<file path="config.mk">
export PLATFORM = sky130hd
export DESIGN_NAME = inta_sequencer
export DESIGN_NICKNAME = d
export VERILOG_FILES = /design/src/rtl/inta_sequencer.sv
export SDC_FILE = /design/constraint.sdc
export NUM_CORES = 1
export LEC_CHECK = 0
export ABC_AREA = 1
export CAP_MARGIN = 20
export CORE_ASPECT_RATIO = 1.1
export CORE_UTILIZATION = 53
export CTS_CLUSTER_DIAMETER = 120
export DETAILED_ROUTE_END_ITERATION = 8
export PLACE_DENSITY = 0.79
export SLEW_MARGIN = 0
export SYNTH_ARGS = -nofsm -noshare
export SYNTH_HDL_FRONTEND = slang
export SYNTH_SLANG_ARGS = --single-unit
</file>
<file path="constraint.sdc">
create_clock -name clk -period 2.95 [get_ports clk]
set_input_delay 0.4425 -clock clk [delete_from_list [all_inputs] [get_ports clk]]
set_output_delay 0.4425 -clock clk [all_outputs]
set_load 0.005 [all_outputs]
</file>
<file path="src/rtl/inta_sequencer.sv">
// -----------------------------------------------------------------------------
// inta_sequencer
//
// Purpose:
//   Converts the CPU's two-pulse, active-low INTA acknowledge cycle into
//   single-cycle strobes for the priority resolver. The resolver uses them
//   to load ISR, place the vector and perform auto-EOI. The block also
//   generates the data-bus output enable for the vector byte, with cascade
//   master/slave qualification. A watchdog aborts an acknowledge whose
//   second INTA pulse never arrives.
//
// Parameters:
//   TIMEOUT    maximum cycles between endOfimp1 and the second INTA fall;
//              0 disables the watchdog.
//
// Build option:
//   INTA_SYNC_EN   when defined, INTA_n passes through a two-flop
//                  synchronizer before edge detection, so strobes appear
//                  3 edges after INTA_n is sampled. When undefined, INTA_n
//                  must already be synchronous to clk and the latency is
//                  1 edge.
//
// Ports:
//   clk        in   system clock; all state changes on the rising edge
//   rst        in   synchronous, active-high reset
//   INTA_n     in   CPU acknowledge, active low
//   INT        in   interrupt request from the priority resolver
//   endOfinit  in   initialisation complete; INTA is ignored while 0
//   SNGL       in   ICW1 single mode
//   en         in   1 = cascade master, 0 = cascade slave
//   cas_match  in   slave addressed (CAS lines equal the ICW3 ID)
//   slave_ir   in   master only: the acknowledged IR has a slave attached
//   imp1       out  strobe: first INTA fall accepted
//   endOfimp1  out  strobe: first INTA rise
//   imp2       out  strobe: second INTA fall
//   endOfimp2  out  strobe: second INTA rise, acknowledge complete
//   data_oe    out  drive the vector byte onto the data bus
//   busy       out  acknowledge sequence in progress
//   spurious   out  INT was 0 at the first INTA fall; held until IDLE
//   abort      out  strobe: watchdog expired in GAP
//   state_o    out  current FSM state (debug visibility)
// -----------------------------------------------------------------------------
module inta_sequencer #(
    parameter int TIMEOUT = 64
) (
    input  logic       clk,
    input  logic       rst,
    input  logic       INTA_n,
    input  logic       INT,
    input  logic       endOfinit,
    input  logic       SNGL,
    input  logic       en,
    input  logic       cas_match,
    input  logic       slave_ir,
    output logic       imp1,
    output logic       endOfimp1,
    output logic       imp2,
    output logic       endOfimp2,
    output logic       data_oe,
    output logic       busy,
    output logic       spurious,
    output logic       abort,
    output logic [1:0] state_o
);

    localparam logic [1:0] S_IDLE = 2'd0;
    localparam logic [1:0] S_ACK1 = 2'd1;
    localparam logic [1:0] S_GAP  = 2'd2;
    localparam logic [1:0] S_ACK2 = 2'd3;

    localparam int              WD_W    = (TIMEOUT > 0) ? $clog2(TIMEOUT + 1) : 1;
    localparam logic [WD_W-1:0] WD_LOAD = WD_W'(TIMEOUT);

    // INTA protocol: each acknowledge is fall/rise/fall/rise of INTA_n, with
    // every low and high phase lasting at least two clk periods. Edges that
    // cannot occur in the current state are ignored.
    logic inta_s;

`ifdef INTA_SYNC_EN
    logic sync1_q, sync2_q;

    // Preset to 1 so a reset never produces a false falling edge.
    always_ff @(posedge clk) begin
        if (rst) begin
            sync1_q <= 1'b1;
            sync2_q <= 1'b1;
        end else begin
            sync1_q <= INTA_n;
            sync2_q <= sync1_q;
        end
    end

    assign inta_s = sync2_q;
`else
    assign inta_s = INTA_n;
`endif

    logic inta_q;
    logic fall, rise;

    always_ff @(posedge clk) begin
        if (rst) inta_q <= 1'b1;
        else     inta_q <= inta_s;
    end

    assign fall = inta_q & ~inta_s;
    assign rise = ~inta_q & inta_s;

    logic [1:0]      state_q, state_d;
    logic [WD_W-1:0] wd_q, wd_d;
    logic            spur_q, spur_d;
    logic            imp1_q, imp1_d;
    logic            eoi1_q, eoi1_d;
    logic            imp2_q, imp2_d;
    logic            eoi2_q, eoi2_d;
    logic            abort_q, abort_d;

    always_comb begin
        state_d = state_q;
        wd_d    = wd_q;
        spur_d  = spur_q;
        imp1_d  = 1'b0;
        eoi1_d  = 1'b0;
        imp2_d  = 1'b0;
        eoi2_d  = 1'b0;
        abort_d = 1'b0;
        case (state_q)
            S_IDLE: begin
                if (fall && endOfinit) begin
                    state_d = S_ACK1;
                    imp1_d  = 1'b1;
                    spur_d  = ~INT;
                end
            end
            S_ACK1: begin
                if (rise) begin
                    state_d = S_GAP;
                    eoi1_d  = 1'b1;
                    wd_d    = WD_LOAD;
                end
            end
            S_GAP: begin
                // A fall seen in the expiry cycle takes priority over abort.
                if (fall) begin
                    state_d = S_ACK2;
                    imp2_d  = 1'b1;
                    wd_d    = '0;
                end else if ((TIMEOUT > 0) && (wd_q == '0)) begin
                    state_d = S_IDLE;
                    abort_d = 1'b1;
                    spur_d  = 1'b0;
                end else if (wd_q != '0) begin
                    wd_d = wd_q - WD_W'(1);
                end
            end
            S_ACK2: begin
                if (rise) begin
                    state_d = S_IDLE;
                    eoi2_d  = 1'b1;
                    spur_d  = 1'b0;
                end
            end
            default: state_d = S_IDLE;
        endcase
    end

    always_ff @(posedge clk) begin
        if (rst) begin
            state_q <= S_IDLE;
            wd_q    <= '0;
            spur_q  <= 1'b0;
            imp1_q  <= 1'b0;
            eoi1_q  <= 1'b0;
            imp2_q  <= 1'b0;
            eoi2_q  <= 1'b0;
            abort_q <= 1'b0;
        end else begin
            state_q <= state_d;
            wd_q    <= wd_d;
            spur_q  <= spur_d;
            imp1_q  <= imp1_d;
            eoi1_q  <= eoi1_d;
            imp2_q  <= imp2_d;
            eoi2_q  <= eoi2_d;
            abort_q <= abort_d;
        end
    end

    assign imp1      = imp1_q;
    assign endOfimp1 = eoi1_q;
    assign imp2      = imp2_q;
    assign endOfimp2 = eoi2_q;
    assign abort     = abort_q;
    assign spurious  = spur_q;
    assign busy      = (state_q != S_IDLE);
    assign state_o   = state_q;

    // Cascade qualification is combinational so that CAS/ICW changes during
    // ACK2 are reflected immediately on the bus enable.
    assign data_oe = (state_q == S_ACK2) &
                     (SNGL | (~en & cas_match) | (en & ~slave_ir));

endmodule

</file>
# Yosys cells after proc, flatten, opt, wreduce, memory -nomap -nowiden

Index checks and enable logic that the tools add are counted.

$add $sub $neg: 1
$mul: 0
Div/mod/pow operators: 0
Magnitude comparators: 0
Eq/ne operators: 11
Shift operators: 0
Mux-type cells: 20
Bitwise logic cells: 16
Reductions and logical operators: 15

Operators with widths:

| cell                                                                | number |
|---|---|
| 7-bit two-way mux                                                   | 4 |
| 7-bit case mux with 2 select lines                                  | 1 |
| 2-bit two-way mux                                                   | 5 |
| 2-bit != test (second input constant)                               | 5 |
| 3-bit != test (second input constant)                               | 3 |
| 1-bit NOT                                                           | 9 |
| 1-bit two-way mux                                                   | 8 |
| 2-bit case mux with 4 select lines                                  | 1 |
| 4-bit AND reduction                                                 | 2 |
| 2-bit OR reduction                                                  | 4 |
| 7-bit zero test                                                     | 1 |
| 7-bit nonzero test                                                  | 1 |
| 7-bit by 1-bit subtractor with 7-bit output (second input constant) | 1 |
| 1-bit bitwise AND                                                   | 5 |
| 5-bit AND reduction                                                 | 1 |
| 2-bit == test (second input constant)                               | 2 |
| 2-bit nonzero test                                                  | 2 |
| 1-bit case mux with 3 select lines                                  | 1 |
| 3-bit nonzero test                                                  | 1 |
| 3-bit OR reduction                                                  | 1 |
| 2-bit by 1-bit == test with 1-bit output (second input constant)    | 1 |
| 2-bit zero test                                                     | 1 |
| 1-bit OR                                                            | 2 |
| 1-bit logical AND                                                   | 1 |

Bits in registers: 16
Latch bits: 0
Bits in writable memories: 0
Memory bits (read-only): 0
Output and inout bits: 10
Memories: 0

# Logic depth before layout (Yosys ltp)

Gate-level depths: netlist of run 1.

Depth in word-level cells: 5
Gate-level depth with buffers: 10
Gate-level depth less buffers: 10

# Least setup slack after synthesis of run 1

No wires, ideal clock.

Path kind: register to register
Start point: reg state_q[1] (netlist: state_o[1])
End point: reg wd_q[1]
Arrival time: 1.245 ns
Required time: 2.821 ns
Path slack: 1.577 ns
Stages on the path, launching flop included: 9
Path buffers: 0
Clock period less this slack: 1.373 ns
Cell sequence: dfxtp_1 -> inv_1 -> ha_1 -> inv_1 -> a21oi_1 -> nor2_4 -> nand2_8 -> o21ai_0 -> nor2_1

Cells in the longest elaborated chain, start to end: 3
Elaborated cells on any way between the ends: 8

Ends and longest elaborated chain:

| item                                                                             | line | text |
|---|---|---|
| from (decl)                                                                      | 109  | `logic [1:0] state_q, state_d;` |
| from (signal assigned)                                                           | 178  | `state_q <= state_d;` |
| 2-bit == test / 2-bit by 1-bit == test with 1-bit output (equally long branches) | 127  | `case (state_q)` |
| 3-bit != test (no line) (tied with other cells)                                  | --   |  |
| 4-bit AND reduction (no line)                                                    | --   |  |
| to (signal assigned)                                                             | 179  | `wd_q <= wd_d;` |
| to (decl)                                                                        | 110  | `logic [WD_W-1:0] wd_q, wd_d;` |

Parallel ways exist; a longest one is shown, timed or not.
A chain may end at the register's enable or synchronous reset.

# Final worst setup path of run 1

Start point: in en
End point: out data_oe

Cells in the longest elaborated chain, start to end: 5
Elaborated cells on any way between the ends: 6

Ends and longest elaborated chain:

| item                | line | text |
|---|---|---|
| from (decl)         | 52   | `input logic en,` |
| 1-bit NOT           | 201  | `(SNGL \| (~en & cas_match) \| (en & ~slave_ir));` |
| 1-bit bitwise AND   | 201  |  |
| 1-bit OR            | 201  |  |
| 1-bit OR *          | 201  |  |
| 1-bit bitwise AND * | 200  | `assign data_oe = (state_q == S_ACK2) &` |
| to (decl)           | 59   | `output logic data_oe,` |

Mark *: on every way between the ends. The rest lies on a longest branch, timed or not.

==> flow_summary.html, run 1 <==
<table>
<tr><th>Metric</th><th>Value</th></tr>
<tr><th colspan="2">Yosys</th></tr>
<tr><td>Post-synthesis cell count</td><td>141</td></tr>
<tr><td>Number of distinct library cell variants in the gate-level netlist after synthesis</td><td>21</td></tr>
<tr><td>Number of synthesized register bits</td><td>16</td></tr>
<tr><td>Library cell occupying the most area in the post-synthesis netlist</td><td>dfxtp_1</td></tr>
<tr><td>Total number of yosys warnings</td><td>0</td></tr>
<tr><td>Post-synthesis instance area</td><td>roughly 950 um2</td></tr>
<tr><td>Sequential cell area fraction in the yosys report</td><td>33.7%</td></tr>
<tr><td>Synth Area per Inst</td><td>between 6 and 7 um2</td></tr>
<tr><td>Portion of synthesized cell area occupied by the leading cell type</td><td>about 34%</td></tr>
<tr><td>Biggest area contributors in the synthesized netlist</td><td>dfxtp_1 34%, nand2_1 15%, ha_1 7.9%</td></tr>
<tr><td>Net count of the mapped netlist</td><td>156</td></tr>
<tr><th colspan="2">Layout</th></tr>
<tr><td>Antenna diode count</td><td>0</td></tr>
<tr><td>P&amp;R area growth vs syn</td><td>25.4%</td></tr>
<tr><td>Share of final-layout standard cells stronger than drive strength 1</td><td>between 10% and 20%</td></tr>
<tr><td>Post-layout instance count excluding filler cells</td><td>180</td></tr>
<tr><td>Post-layout net count</td><td>between 150 and 200</td></tr>
<tr><th colspan="2">STA</th></tr>
<tr><td>Tcrit/Tclk final</td><td>approximately 74%</td></tr>
<tr><td>Min Tclk post-route</td><td>2190 ps</td></tr>
<tr><td>Unrepaired setup endpoints after global routing</td><td>no</td></tr>
<tr><td>Setup Skew</td><td>5.58 ps</td></tr>
<tr><td>Setup TNS</td><td>0 ps</td></tr>
<tr><td>Worst path setup slack after routing</td><td>~760 ps</td></tr>
<tr><td>Endpoints failing hold</td><td>0</td></tr>
<tr><td>Number of pins with negative max-slew slack in the final report</td><td>0</td></tr>
<tr><td>Achievable frequency</td><td>0.456 GHz</td></tr>
<tr><td>Worst hold-check slack</td><td>487 ps</td></tr>
<tr><td>Finish-stage setup viols</td><td>0</td></tr>
<tr><td>Worst slew margin</td><td>approximately 73%</td></tr>
<tr><td>Worst Max-Slew Pin Slew</td><td>~400 ps</td></tr>
<tr><th colspan="2">Drt</th></tr>
<tr><td>Wire per inst</td><td>around 11 um</td></tr>
<tr><td>Vias per std cell</td><td>roughly 5.2</td></tr>
<tr><td>Post-route antenna net violation count</td><td>0</td></tr>
<tr><td>First DRT Iteration DRCs</td><td>18</td></tr>
<tr><td>Total wire length</td><td>about 2.1 mm</td></tr>
<tr><td>Total DRC errors in the routed layout</td><td>0</td></tr>
<tr><td>Number of vias after detailed routing</td><td>a little over 900</td></tr>
<tr><td>Total iterations of the first detailed-routing run</td><td>4</td></tr>
<tr><th colspan="2">CTS</th></tr>
<tr><td>Buffer depth of the longest clock path</td><td>2</td></tr>
<tr><td>Clk root buf</td><td>clkbuf_4</td></tr>
<tr><td>Resize count post-CTS</td><td>0</td></tr>
<tr><td>Skew-Pair Late Insertion Delay</td><td>about 300 ps</td></tr>
<tr><td>CTS hold repair buffers</td><td>0</td></tr>
<tr><td>Post-CTS Setup Repair Bufs</td><td>0</td></tr>
<tr><td>H-tree lvl count</td><td>1</td></tr>
<tr><td>CTS tree</td><td>built</td></tr>
<tr><td>TritonCTS Buffers</td><td>3</td></tr>
<tr><td>Clk slew on worst S/H paths</td><td>between 100 and 150 ps</td></tr>
<tr><td>Number of sinks handled by clock tree synthesis</td><td>16</td></tr>
<tr><th colspan="2">Floorplan</th></tr>
<tr><td>Overall die area</td><td>around 2000 um2</td></tr>
<tr><td>IO Pins</td><td>19</td></tr>
<tr><td>Core ar.</td><td>between 1500 and 2000 um2</td></tr>
<tr><td>Chip Height</td><td>46.4 um</td></tr>
<tr><td>Horizontal extent of the die</td><td>roughly 42 um</td></tr>
<tr><td>Effective utilization at floorplan</td><td>58.8%</td></tr>
<tr><td>Cell Rows</td><td>15</td></tr>
<tr><th colspan="2">Power and ir drop</th></tr>
<tr><td>Clock power frac</td><td>between 10% and 20%</td></tr>
<tr><td>Logic pwr share</td><td>slightly below 60%</td></tr>
<tr><td>Switching share of total power</td><td>about 45%</td></tr>
<tr><td>Power per cell area</td><td>between 900 and 1000 nW/um2</td></tr>
<tr><td>Net switching power figure</td><td>slightly below 500 uW</td></tr>
<tr><td>Lkg Pwr</td><td>roughly 0.56 nW</td></tr>
<tr><td>Internal</td><td>between 600 and 700 uW</td></tr>
<tr><td>Sequential cell fraction of total power</td><td>28.1%</td></tr>
<tr><td>Maximum vdd ir drop</td><td>0.702 mV</td></tr>
<tr><th colspan="2">Placement</th></tr>
<tr><td>Total instance count after detailed placement</td><td>176</td></tr>
<tr><td>Number of port buffers</td><td>18</td></tr>
<tr><td>Gpl congestion</td><td>just under 0.9</td></tr>
<tr><td>Place WS</td><td>761 ps</td></tr>
<tr><td>Hpwl dp</td><td>around 1.6 mm</td></tr>
<tr><th colspan="2">GRT</th></tr>
<tr><td>Via count of the first global-routing pass</td><td>between 800 and 900</td></tr>
<tr><td>Overall global routing resource usage</td><td>about a quarter</td></tr>
<tr><td>Antenna violations before repair</td><td>0</td></tr>
<tr><td>Total global routing overflow</td><td>0</td></tr>
<tr><td>Pin count of the biggest net entering global routing</td><td>11</td></tr>
<tr><td>First-pass GRT wire length</td><td>~3.5 mm</td></tr>
<tr><th colspan="2">Worst setup path</th></tr>
<tr><td>Largest fanout on the critical path</td><td>2</td></tr>
<tr><td>CP Data Required Time</td><td>around 2500 ps</td></tr>
<tr><td>Launching element type of the critical path</td><td>primary input</td></tr>
<tr><td>CP Capture Type</td><td>primary output</td></tr>
<tr><td>Critical path start-end classification</td><td>primary input to primary output</td></tr>
<tr><td>Worst setup slack for register-to-register paths</td><td>about 1400 ps</td></tr>
<tr><td>Worst endpoint data arrival time</td><td>1750 ps</td></tr>
<tr><th colspan="2">Status</th></tr>
<tr><td>Status</td><td>complete, no violations</td></tr>
<tr><th colspan="2">Worst hold path</th></tr>
<tr><td>Min-Delay Path Class</td><td>flip-flop to flip-flop</td></tr>
<tr><th colspan="2">Flow run</th></tr>
<tr><td>Number of max-capacitance violations reported</td><td>0</td></tr>
</table>
==> Yosys cell counts <==
cell and count:
nand2_2 1, clkbuf_1 1, nor2_2 1, nand4_1 1
nand2_1 38, nand3b_1 1, ha_1 6, nand3_1 11
o21ai_0 5, a21oi_1 8, nor2_4 4, o21ai_1 1
or2_2 1, nand2_8 1, nand2_4 1, inv_1 19
nor2_1 19, a21oi_2 1, nor3_1 3, dfxtp_1 16
inv_2 2
==> flip-flops by register name (all words and copies together) (netlist names) <==
signal     cells
imp1           1
state_o        2
inta_q         1
endOfimp2      1
wd_q           7
spurious       1
abort          1
endOfimp1      1
imp2           1
==> logic make-up after synthesis <==
group | synth area share, %
AO/OA/AOI/OAI | 8.30
adder cells (fa/ha/maj) | 7.90
buffers and inverters | 8.70
flip-flops | 33.7
AND/OR/NAND/NOR | 41.4
==> stage by stage <==
| step | utilization [%] | total power, mW | cell area [um2] |
|---|---|---|---|
| floorplan | - | 0.796 | 950 |
| global placement | 71.6 | 0.932 | 1150 |
| detailed placement | 71.6 | 0.944 | 1150 |
| CTS | 73.8 | 1.10 | 1190 |
| global route | 73.8 | 1.21 | 1190 |
| finish | 73.8 | 1.10 | 1190 |
==> worst max-delay path: stages <==
cell and delay, ps:
clkdlybuf4s50_1 470, inv_1 50, o21ai_0 170, nand2_1 60, inv_1 60, clkdlybuf4s50_1 500
==> layout make-up <==
class,instances,area [um2]
clock buffer,4,36.3
timing repair buffer,19,188
fill,123,423
inverter,21,78.8
tap,17,21.3
sequential,16,320
multi-input combinational,103,547
==> power by group through the flow <==
stage / clock network [mW] / registers (mW) / logic (mW)
floorplan: 0 / 0.310 / 0.485
global placement: 0 / 0.314 / 0.618
detailed placement: 0 / 0.315 / 0.629
CTS: 0.154 / 0.309 / 0.639
global route: 0.160 / 0.319 / 0.735
finish: 0.153 / 0.310 / 0.640
==> path summary, 6_finish.rpt <==
kind / to / cells past startpoint / start
setup / recovery: data_oe / 6 / en
hold / removal: wd_q[6] / 2 / wd_q[6]
setup reg to reg: spurious / 8 / state_o[0]
hold reg to reg: wd_q[6] / 2 / wd_q[6]
==> cells in the final DEF, fill, tap and decap left out <==
cell type,netlist,layout
nand2_8,1,1
ha_1,6,6
nor2_4,4,4
buf_4,0,1
a21oi_2,1,1
nand3b_1,1,1
clkdlybuf4s50_1,0,18
o21ai_1,1,1
nand3_1,11,11
clkbuf_4,0,3
a21oi_1,8,8
o21ai_0,5,5
nor2_1,19,19
dfxtp_1,16,16
nor3_1,3,3
nand2_1,38,38
nor2_2,1,1
or2_2,1,1
nand4_1,1,1
inv_1,19,19
inv_2,2,2
nand2_2,1,1
nand2_4,1,1
clkbuf_8,0,1
==> per-layer routing <==
metal	routed length, um	share of wire (%)	vias up	track usage [%]
li1	-	-	485	-
met1	896	44	404	28.3
met2	990	48	35	41.8
met3	110	5.4	7	2.75
met4	53	2.6	0	14.4
met5	0	0	-	0
Note: power is estimated with default switching activity, not from simulation.
==> inputs of run 2 (changes only) <==
Settings changed: CORE_UTILIZATION 53 to 50, PLACE_DENSITY 0.79 to 0.75.
Clock period 2.95 ns to 2.05 ns, I/O delays scaled along.
==> run 2 against run 1 <==
Effect of this change:
- the run now ends with DRC left
- critical endpoint unchanged
- setup slack got worse by 620 ps
- non-clock buffer count stayed put
- clock power up 40%
==> flow_summary.html, run 2 (synthesis gave the netlist of run 1 again) <==
<table>
<tr><th>Metric</th><th>Value</th></tr>
<tr><th colspan="2">Power and ir drop</th></tr>
<tr><td>Overall power of the completed layout</td><td>1.57 mW</td></tr>
<tr><td>Power per cell area</td><td>1310 nW/um2</td></tr>
<tr><td>Maximum vdd ir drop</td><td>0.965 mV</td></tr>
<tr><td>Lkg Pwr</td><td>roughly 0.56 nW</td></tr>
<tr><th colspan="2">GRT</th></tr>
<tr><td>Total global routing overflow</td><td>0</td></tr>
<tr><td>Pin count of the biggest net entering global routing</td><td>10</td></tr>
<tr><td>Antenna violations before repair</td><td>0</td></tr>
<tr><td>Overall global routing resource usage</td><td>approximately a fifth</td></tr>
<tr><td>Via count of the first global-routing pass</td><td>approximately 740</td></tr>
<tr><td>First-pass GRT wire length</td><td>a little over 3 mm</td></tr>
<tr><th colspan="2">STA</th></tr>
<tr><td>Achievable frequency</td><td>about 0.52 GHz</td></tr>
<tr><td>Setup Skew</td><td>2.49 ps</td></tr>
<tr><td>Worst slew margin</td><td>72.3%</td></tr>
<tr><td>Min Tclk post-route</td><td>approximately 1900 ps</td></tr>
<tr><td>Finish-stage setup viols</td><td>0</td></tr>
<tr><td>Endpoints failing hold</td><td>0</td></tr>
<tr><td>Setup TNS</td><td>0 ps</td></tr>
<tr><td>Tcrit/Tclk final</td><td>between 90% and 100%</td></tr>
<tr><td>Unrepaired setup endpoints after global routing</td><td>no</td></tr>
<tr><td>Worst path setup slack after routing</td><td>~140 ps</td></tr>
<tr><td>Number of pins with negative max-slew slack in the final report</td><td>0</td></tr>
<tr><td>Worst Max-Slew Pin Slew</td><td>roughly 410 ps</td></tr>
<tr><th colspan="2">Worst setup path</th></tr>
<tr><td>Reg-to-reg critical path endpoint</td><td>wd_q[0]</td></tr>
<tr><td>Launching element type of the critical path</td><td>flip-flop</td></tr>
<tr><td>Worst setup path start</td><td>state_o[1]</td></tr>
<tr><td>Length in cells of the worst reg-to-reg path</td><td>9</td></tr>
<tr><td>Largest fanout on the critical path</td><td>5</td></tr>
<tr><td>CP Capture Type</td><td>primary output</td></tr>
<tr><td>R2R Path Start</td><td>state_o[0]</td></tr>
<tr><td>Worst endpoint data arrival time</td><td>roughly 1600 ps</td></tr>
<tr><td>Critical path start-end classification</td><td>flip-flop to primary output</td></tr>
<tr><td>Worst setup slack for register-to-register paths</td><td>a little over 500 ps</td></tr>
<tr><td>CP Data Required Time</td><td>between 1500 and 2000 ps</td></tr>
<tr><th colspan="2">Drt</th></tr>
<tr><td>Post-route antenna net violation count</td><td>0</td></tr>
<tr><td>Total DRC errors in the routed layout</td><td>5</td></tr>
<tr><td>Total wire length</td><td>1.88 mm</td></tr>
<tr><td>Number of vias after detailed routing</td><td>between 900 and 1000</td></tr>
<tr><td>Total iterations of the first detailed-routing run</td><td>6</td></tr>
<tr><td>First DRT Iteration DRCs</td><td>39</td></tr>
<tr><td>Wire per inst</td><td>just over 10 um</td></tr>
<tr><td>Vias per std cell</td><td>5.06</td></tr>
<tr><th colspan="2">CTS</th></tr>
<tr><td>Clk root buf</td><td>clkbuf_4</td></tr>
<tr><td>H-tree lvl count</td><td>1</td></tr>
<tr><td>Number of sinks handled by clock tree synthesis</td><td>16</td></tr>
<tr><td>Skew-Pair Late Insertion Delay</td><td>around 290 ps</td></tr>
<tr><td>Buffer depth of the longest clock path</td><td>2</td></tr>
<tr><td>CTS tree</td><td>built</td></tr>
<tr><td>TritonCTS Buffers</td><td>3</td></tr>
<tr><td>Clk slew on worst S/H paths</td><td>roughly 100 ps</td></tr>
<tr><td>CTS hold repair buffers</td><td>0</td></tr>
<tr><th colspan="2">Layout</th></tr>
<tr><td>Area of all placed cells without fillers</td><td>approximately 1200 um2</td></tr>
<tr><td>Most frequent cells in the layout</td><td>38 x nand2_1, 19 x inv_1, 19 x nor2_1</td></tr>
<tr><td>Number of flip-flops in the largest register</td><td>7</td></tr>
<tr><td>Share of final-layout standard cells stronger than drive strength 1</td><td>11.0%</td></tr>
<tr><td>P&amp;R area growth vs syn</td><td>25.7%</td></tr>
<tr><td>Register bank with the most flops</td><td>wd_q</td></tr>
<tr><td>Leading cell type in the layout, fill and taps excluded</td><td>nand2_1</td></tr>
<tr><td>Antenna diode count</td><td>0</td></tr>
<tr><td>Post-layout net count</td><td>~180</td></tr>
<tr><th colspan="2">Floorplan</th></tr>
<tr><td>Overall die area</td><td>between 2000 and 2500 um2</td></tr>
<tr><td>Effective utilization at floorplan</td><td>roughly 53%</td></tr>
<tr><td>Core ar.</td><td>approximately 1800 um2</td></tr>
<tr><td>IO Pins</td><td>19</td></tr>
<tr><td>Chip Height</td><td>roughly 48 um</td></tr>
<tr><td>Cell Rows</td><td>16</td></tr>
<tr><td>Horizontal extent of the die</td><td>~44 um</td></tr>
<tr><th colspan="2">Placement</th></tr>
<tr><td>Placement Cell Area</td><td>about 1200 um2</td></tr>
<tr><td>Place WS</td><td>187 ps</td></tr>
<tr><td>Gpl congestion</td><td>between 0.8 and 0.9</td></tr>
<tr><td>Hpwl dp</td><td>roughly 1.4 mm</td></tr>
<tr><td>Number of port buffers</td><td>18</td></tr>
<tr><th colspan="2">Flow run</th></tr>
<tr><td>Number of max-capacitance violations reported</td><td>0</td></tr>
<tr><th colspan="2">Status</th></tr>
<tr><td>Status</td><td>complete, but fails checks</td></tr>
<tr><td>Failing checks</td><td>DRC</td></tr>
<tr><th colspan="2">Worst hold path</th></tr>
<tr><td>Min-Delay Path Class</td><td>flip-flop to flip-flop</td></tr>
<tr><td>Beginning of the worst hold path</td><td>wd_q[6]</td></tr>
<tr><td>Capture endpoint of the worst hold path</td><td>wd_q[6]</td></tr>
<tr><td>Worst hold path stage count</td><td>2</td></tr>
</table>
-- run 2: cell count changes in the layout (fill, tap and decap cells not counted) --
cell / before / now
dfxtp_1: 16 / 15
dfxtp_2: 0 / 1
-- run 2: metrics by stage --
step | util, % | cells | hold slack (ps)
final | 67.0 | 181 | 480
after global routing | 67.0 | 181 | 510
after CTS | 66.9 | 181 | 481
after detailed placement | 64.9 | 177 | 464
after global placement | 64.9 | 177 | 454
after floorplan | - | 141 | 404
-- run 2: what timing repair did --
action | in CTS | in global routing
endpoints found under the setup margin | 0 | 1
gates resized for setup | 0 | 1
buffers inserted | 0 | 0
-- run 2: layout make-up --
class / instances / area, um2
multi-input cells: 103 / 547
well taps: 18 / 22.5
flip-flops and latches: 16 / 322
fillers: 161 / 588
inverters: 21 / 78.8
clock buffers: 4 / 36.3
repair buffers: 19 / 188
-- run 2: worst max-delay path: stages (launching register included) --
cell	delay, ps
dfxtp_1	410
ha_1	280
nand2_1	80
inv_1	50
clkdlybuf4s50_1	490
-- run 2: power breakdown --
part	switching [mW]	internal, mW	total [mW]
Sequential	0.0614	0.389	0.450
Clock	0.106	0.108	0.214
Combinational	0.516	0.386	0.902
Total	0.683	0.883	1.57
-- run 2: routing by layer --
layer / up-vias / GRT usage [%] / share of wire [%]
li1: 485 / - / -
met1: 403 / 27.8 / 48
met2: 22 / 31.3 / 45
met3: 5 / 3.40 / 4.6
met4: 0 / 9.38 / 2.2
met5: - / 0 / 0
-- run 2: how the worst max path moves through the flow --
stage / end / slack [ps] / cells after the start
after floorplan: wd_q[1] / 680 / 8
after global placement: data_oe / 210 / 6
after detailed placement: data_oe / 190 / 6
after CTS: busy / 120 / 4
after global routing: busy / 30 / 4
final: data_oe / 140 / 4
==> inputs of run 3 (changes only) <==
Settings changed: CORE_ASPECT_RATIO 1.1 to 1.2.
==> run 3 against run 2 <==
Effect of this change:
- the flow now finishes without violations
- combinational power hardly changed
- power is 2.9% lower
- first-iteration DRC count shrank 56%
- sequential share of layout area rose by 0.24 points
- clock power fell by 21%
- critical path type unchanged
- largest cell class unchanged
==> flow_summary.html, run 3 (synthesis gave the netlist of run 1 again) <==
<table>
<tr><th>Metric</th><th>Value</th></tr>
<tr><th colspan="2">CTS</th></tr>
<tr><td>TritonCTS Buffers</td><td>3</td></tr>
<tr><td>Skew-Pair Late Insertion Delay</td><td>about 290 ps</td></tr>
<tr><td>CTS hold repair buffers</td><td>0</td></tr>
<tr><td>CTS tree</td><td>built</td></tr>
<tr><td>Resize count post-CTS</td><td>0</td></tr>
<tr><td>Post-CTS Setup Repair Bufs</td><td>0</td></tr>
<tr><td>H-tree lvl count</td><td>1</td></tr>
<tr><td>Number of sinks handled by clock tree synthesis</td><td>16</td></tr>
<tr><td>Clk root buf</td><td>clkbuf_4</td></tr>
<tr><td>Buffer depth of the longest clock path</td><td>2</td></tr>
<tr><td>Clk slew on worst S/H paths</td><td>approximately 90 ps</td></tr>
<tr><th colspan="2">Placement</th></tr>
<tr><td>Gpl congestion</td><td>just over 0.8</td></tr>
<tr><td>Hpwl dp</td><td>between 1 and 1.5 mm</td></tr>
<tr><td>Place WS</td><td>156 ps</td></tr>
<tr><td>Number of port buffers</td><td>18</td></tr>
<tr><th colspan="2">Worst hold path</th></tr>
<tr><td>Worst hold path stage count</td><td>2</td></tr>
<tr><td>Capture endpoint of the worst hold path</td><td>wd_q[6]</td></tr>
<tr><td>Beginning of the worst hold path</td><td>wd_q[6]</td></tr>
<tr><td>Min-Delay Path Class</td><td>flip-flop to flip-flop</td></tr>
<tr><th colspan="2">Worst setup path</th></tr>
<tr><td>R2R Path Start</td><td>state_o[0]</td></tr>
<tr><td>Reg-to-reg critical path endpoint</td><td>spurious</td></tr>
<tr><td>Maximum single-stage delay on the critical path</td><td>roughly 490 ps</td></tr>
<tr><td>Cell repeated most along the worst path</td><td>inv_1</td></tr>
<tr><td>Cells traversed along the worst timing path</td><td>inv_1, ha_1, inv_1, clkdlybuf4s50_1</td></tr>
<tr><td>CP Data Required Time</td><td>1740 ps</td></tr>
<tr><td>Launching element type of the critical path</td><td>flip-flop</td></tr>
<tr><td>Largest fanout on the critical path</td><td>5</td></tr>
<tr><td>Worst endpoint data arrival time</td><td>approximately 1600 ps</td></tr>
<tr><td>CP Capture Type</td><td>primary output</td></tr>
<tr><td>Worst path slowest cell</td><td>clkdlybuf4s50_1</td></tr>
<tr><td>Logic depth of the worst setup path including buffers</td><td>4</td></tr>
<tr><td>Cell family contributing the most delay on the critical path</td><td>buffers and inverters</td></tr>
<tr><td>Worst setup path start</td><td>state_o[0]</td></tr>
<tr><td>Worst setup slack for register-to-register paths</td><td>between 400 and 500 ps</td></tr>
<tr><td>Critical path start-end classification</td><td>flip-flop to primary output</td></tr>
<tr><td>CP bufs+invs</td><td>3</td></tr>
<tr><td>Length in cells of the worst reg-to-reg path</td><td>8</td></tr>
<tr><th colspan="2">Layout</th></tr>
<tr><td>Post-layout net count</td><td>around 180</td></tr>
<tr><td>Register bank with the most flops</td><td>wd_q</td></tr>
<tr><td>Antenna diode count</td><td>0</td></tr>
<tr><td>Number of flip-flops in the largest register</td><td>7</td></tr>
<tr><td>FILL cells</td><td>about 150</td></tr>
<tr><td>Leading cell type in the layout, fill and taps excluded</td><td>nand2_1</td></tr>
<tr><td>Most frequent cells in the layout</td><td>38 x nand2_1, 19 x inv_1, 19 x nor2_1</td></tr>
<tr><td>Share of final-layout standard cells stronger than drive strength 1</td><td>between 9 and 10%</td></tr>
<tr><td>P&amp;R area growth vs syn</td><td>24.1%</td></tr>
<tr><th colspan="2">Floorplan</th></tr>
<tr><td>Overall die area</td><td>2080 um2</td></tr>
<tr><td>IO Pins</td><td>19</td></tr>
<tr><td>Core ar.</td><td>between 1500 and 2000 um2</td></tr>
<tr><td>Cell Rows</td><td>16</td></tr>
<tr><td>Chip Height</td><td>around 50 um</td></tr>
<tr><td>Effective utilization at floorplan</td><td>a little under three fifths</td></tr>
<tr><td>Horizontal extent of the die</td><td>between 40 and 50 um</td></tr>
<tr><th colspan="2">STA</th></tr>
<tr><td>Worst path setup slack after routing</td><td>between 100 and 150 ps</td></tr>
<tr><td>Worst Max-Slew Pin Slew</td><td>slightly above 400 ps</td></tr>
<tr><td>Setup TNS</td><td>0 ps</td></tr>
<tr><td>Worst slew margin</td><td>a little over 70%</td></tr>
<tr><td>Number of pins with negative max-slew slack in the final report</td><td>0</td></tr>
<tr><td>Min Tclk post-route</td><td>around 1900 ps</td></tr>
<tr><td>Setup Skew</td><td>around 7 ps</td></tr>
<tr><td>Finish-stage setup viols</td><td>0</td></tr>
<tr><td>Endpoints failing hold</td><td>0</td></tr>
<tr><td>Tcrit/Tclk final</td><td>roughly 94%</td></tr>
<tr><td>Achievable frequency</td><td>roughly 0.52 GHz</td></tr>
<tr><td>Worst hold-check slack</td><td>~470 ps</td></tr>
<tr><td>Unrepaired setup endpoints after global routing</td><td>no</td></tr>
<tr><th colspan="2">Drt</th></tr>
<tr><td>Number of vias after detailed routing</td><td>just over 900</td></tr>
<tr><td>First DRT Iteration DRCs</td><td>17</td></tr>
<tr><td>Total wire length</td><td>between 1.5 and 2 mm</td></tr>
<tr><td>Vias per std cell</td><td>~5.0</td></tr>
<tr><td>Total iterations of the first detailed-routing run</td><td>4</td></tr>
<tr><td>Total DRC errors in the routed layout</td><td>0</td></tr>
<tr><td>Wire per inst</td><td>between 10 and 15 um</td></tr>
<tr><td>Post-route antenna net violation count</td><td>0</td></tr>
<tr><th colspan="2">GRT</th></tr>
<tr><td>Via count of the first global-routing pass</td><td>about 790</td></tr>
<tr><td>Fraction of met3 tracks used by global routing</td><td>around 2.2%</td></tr>
<tr><td>First-pass GRT wire length</td><td>3.26 mm</td></tr>
<tr><td>Overall global routing resource usage</td><td>about 20%</td></tr>
<tr><td>Antenna violations before repair</td><td>0</td></tr>
<tr><td>Met1 GRT Util</td><td>between 20% and 30%</td></tr>
<tr><td>Top Usage Layer GRT</td><td>met2</td></tr>
<tr><td>Total global routing overflow</td><td>0</td></tr>
<tr><td>Pin count of the biggest net entering global routing</td><td>10</td></tr>
<tr><td>Met2 global-route usage</td><td>approximately 33%</td></tr>
<tr><th colspan="2">Flow run</th></tr>
<tr><td>Number of max-capacitance violations reported</td><td>0</td></tr>
<tr><th colspan="2">Power and ir drop</th></tr>
<tr><td>Maximum vdd ir drop</td><td>0.840 mV</td></tr>
<tr><td>Lkg Pwr</td><td>between 0.5 and 0.6 nW</td></tr>
<tr><td>Power per cell area</td><td>about 1300 nW/um2</td></tr>
<tr><th colspan="2">Status</th></tr>
<tr><td>Status</td><td>complete, no violations</td></tr>
</table>
==> run 3: changes by cell type in the layout (fill, tap and decap cells not counted), sizes merged <==
| cell | change |
|---|---|
| clkbuf | -1 |
==> run 3: through the flow <==
step	power [mW]	utilization (%)	cells	instance area, um2
after floorplan	1.14	-	141	950
after global placement	1.33	67.9	177	1160
after detailed placement	1.36	67.9	177	1160
after CTS	1.53	69.3	180	1180
after global routing	1.67	69.3	180	1180
final	1.52	69.3	180	1180
==> run 3: cell type report <==
class | instances | area, um2 | area share [%]
sequential | 16 | 320 | 27.2
timing repair buffer | 19 | 188 | 15.9
tap | 18 | 22.5 | 1.91
clock buffer | 3 | 22.5 | 1.91
inverter | 21 | 78.8 | 6.69
multi-input combinational | 103 | 547 | 46.4
==> run 3: worst reg2reg max path, stage by stage, from the launching register on <==
cell and delay, ps:
dfxtp_1 420, inv_1 120, ha_1 280, nand3_1 200
nand3_1 100, nor2_1 160, nand3_1 90, nand2_1 70
nor2_1 40
==> run 3: where the power goes <==
part           switching [mW]  internal (mW)
clock                   0.100         0.0685
combinational           0.518          0.385
sequential             0.0614          0.387
==> run 3: worst max path at each step <==
| stage | end | slack, ps |
|---|---|---|
| global route | busy | 30 |
| CTS | busy | 100 |
| finish | busy | 120 |
| floorplan | wd_q[1] | 680 |
| global placement | data_oe | 210 |
| detailed placement | data_oe | 160 |
==> run 3: metal layers <==
layer | vias to the layer above | routed length, um
met1 | 401 | 888
met4 | 0 | 38
met3 | 5 | 65
li1 | 480 | -
met2 | 21 | 895
met5 | - | 0
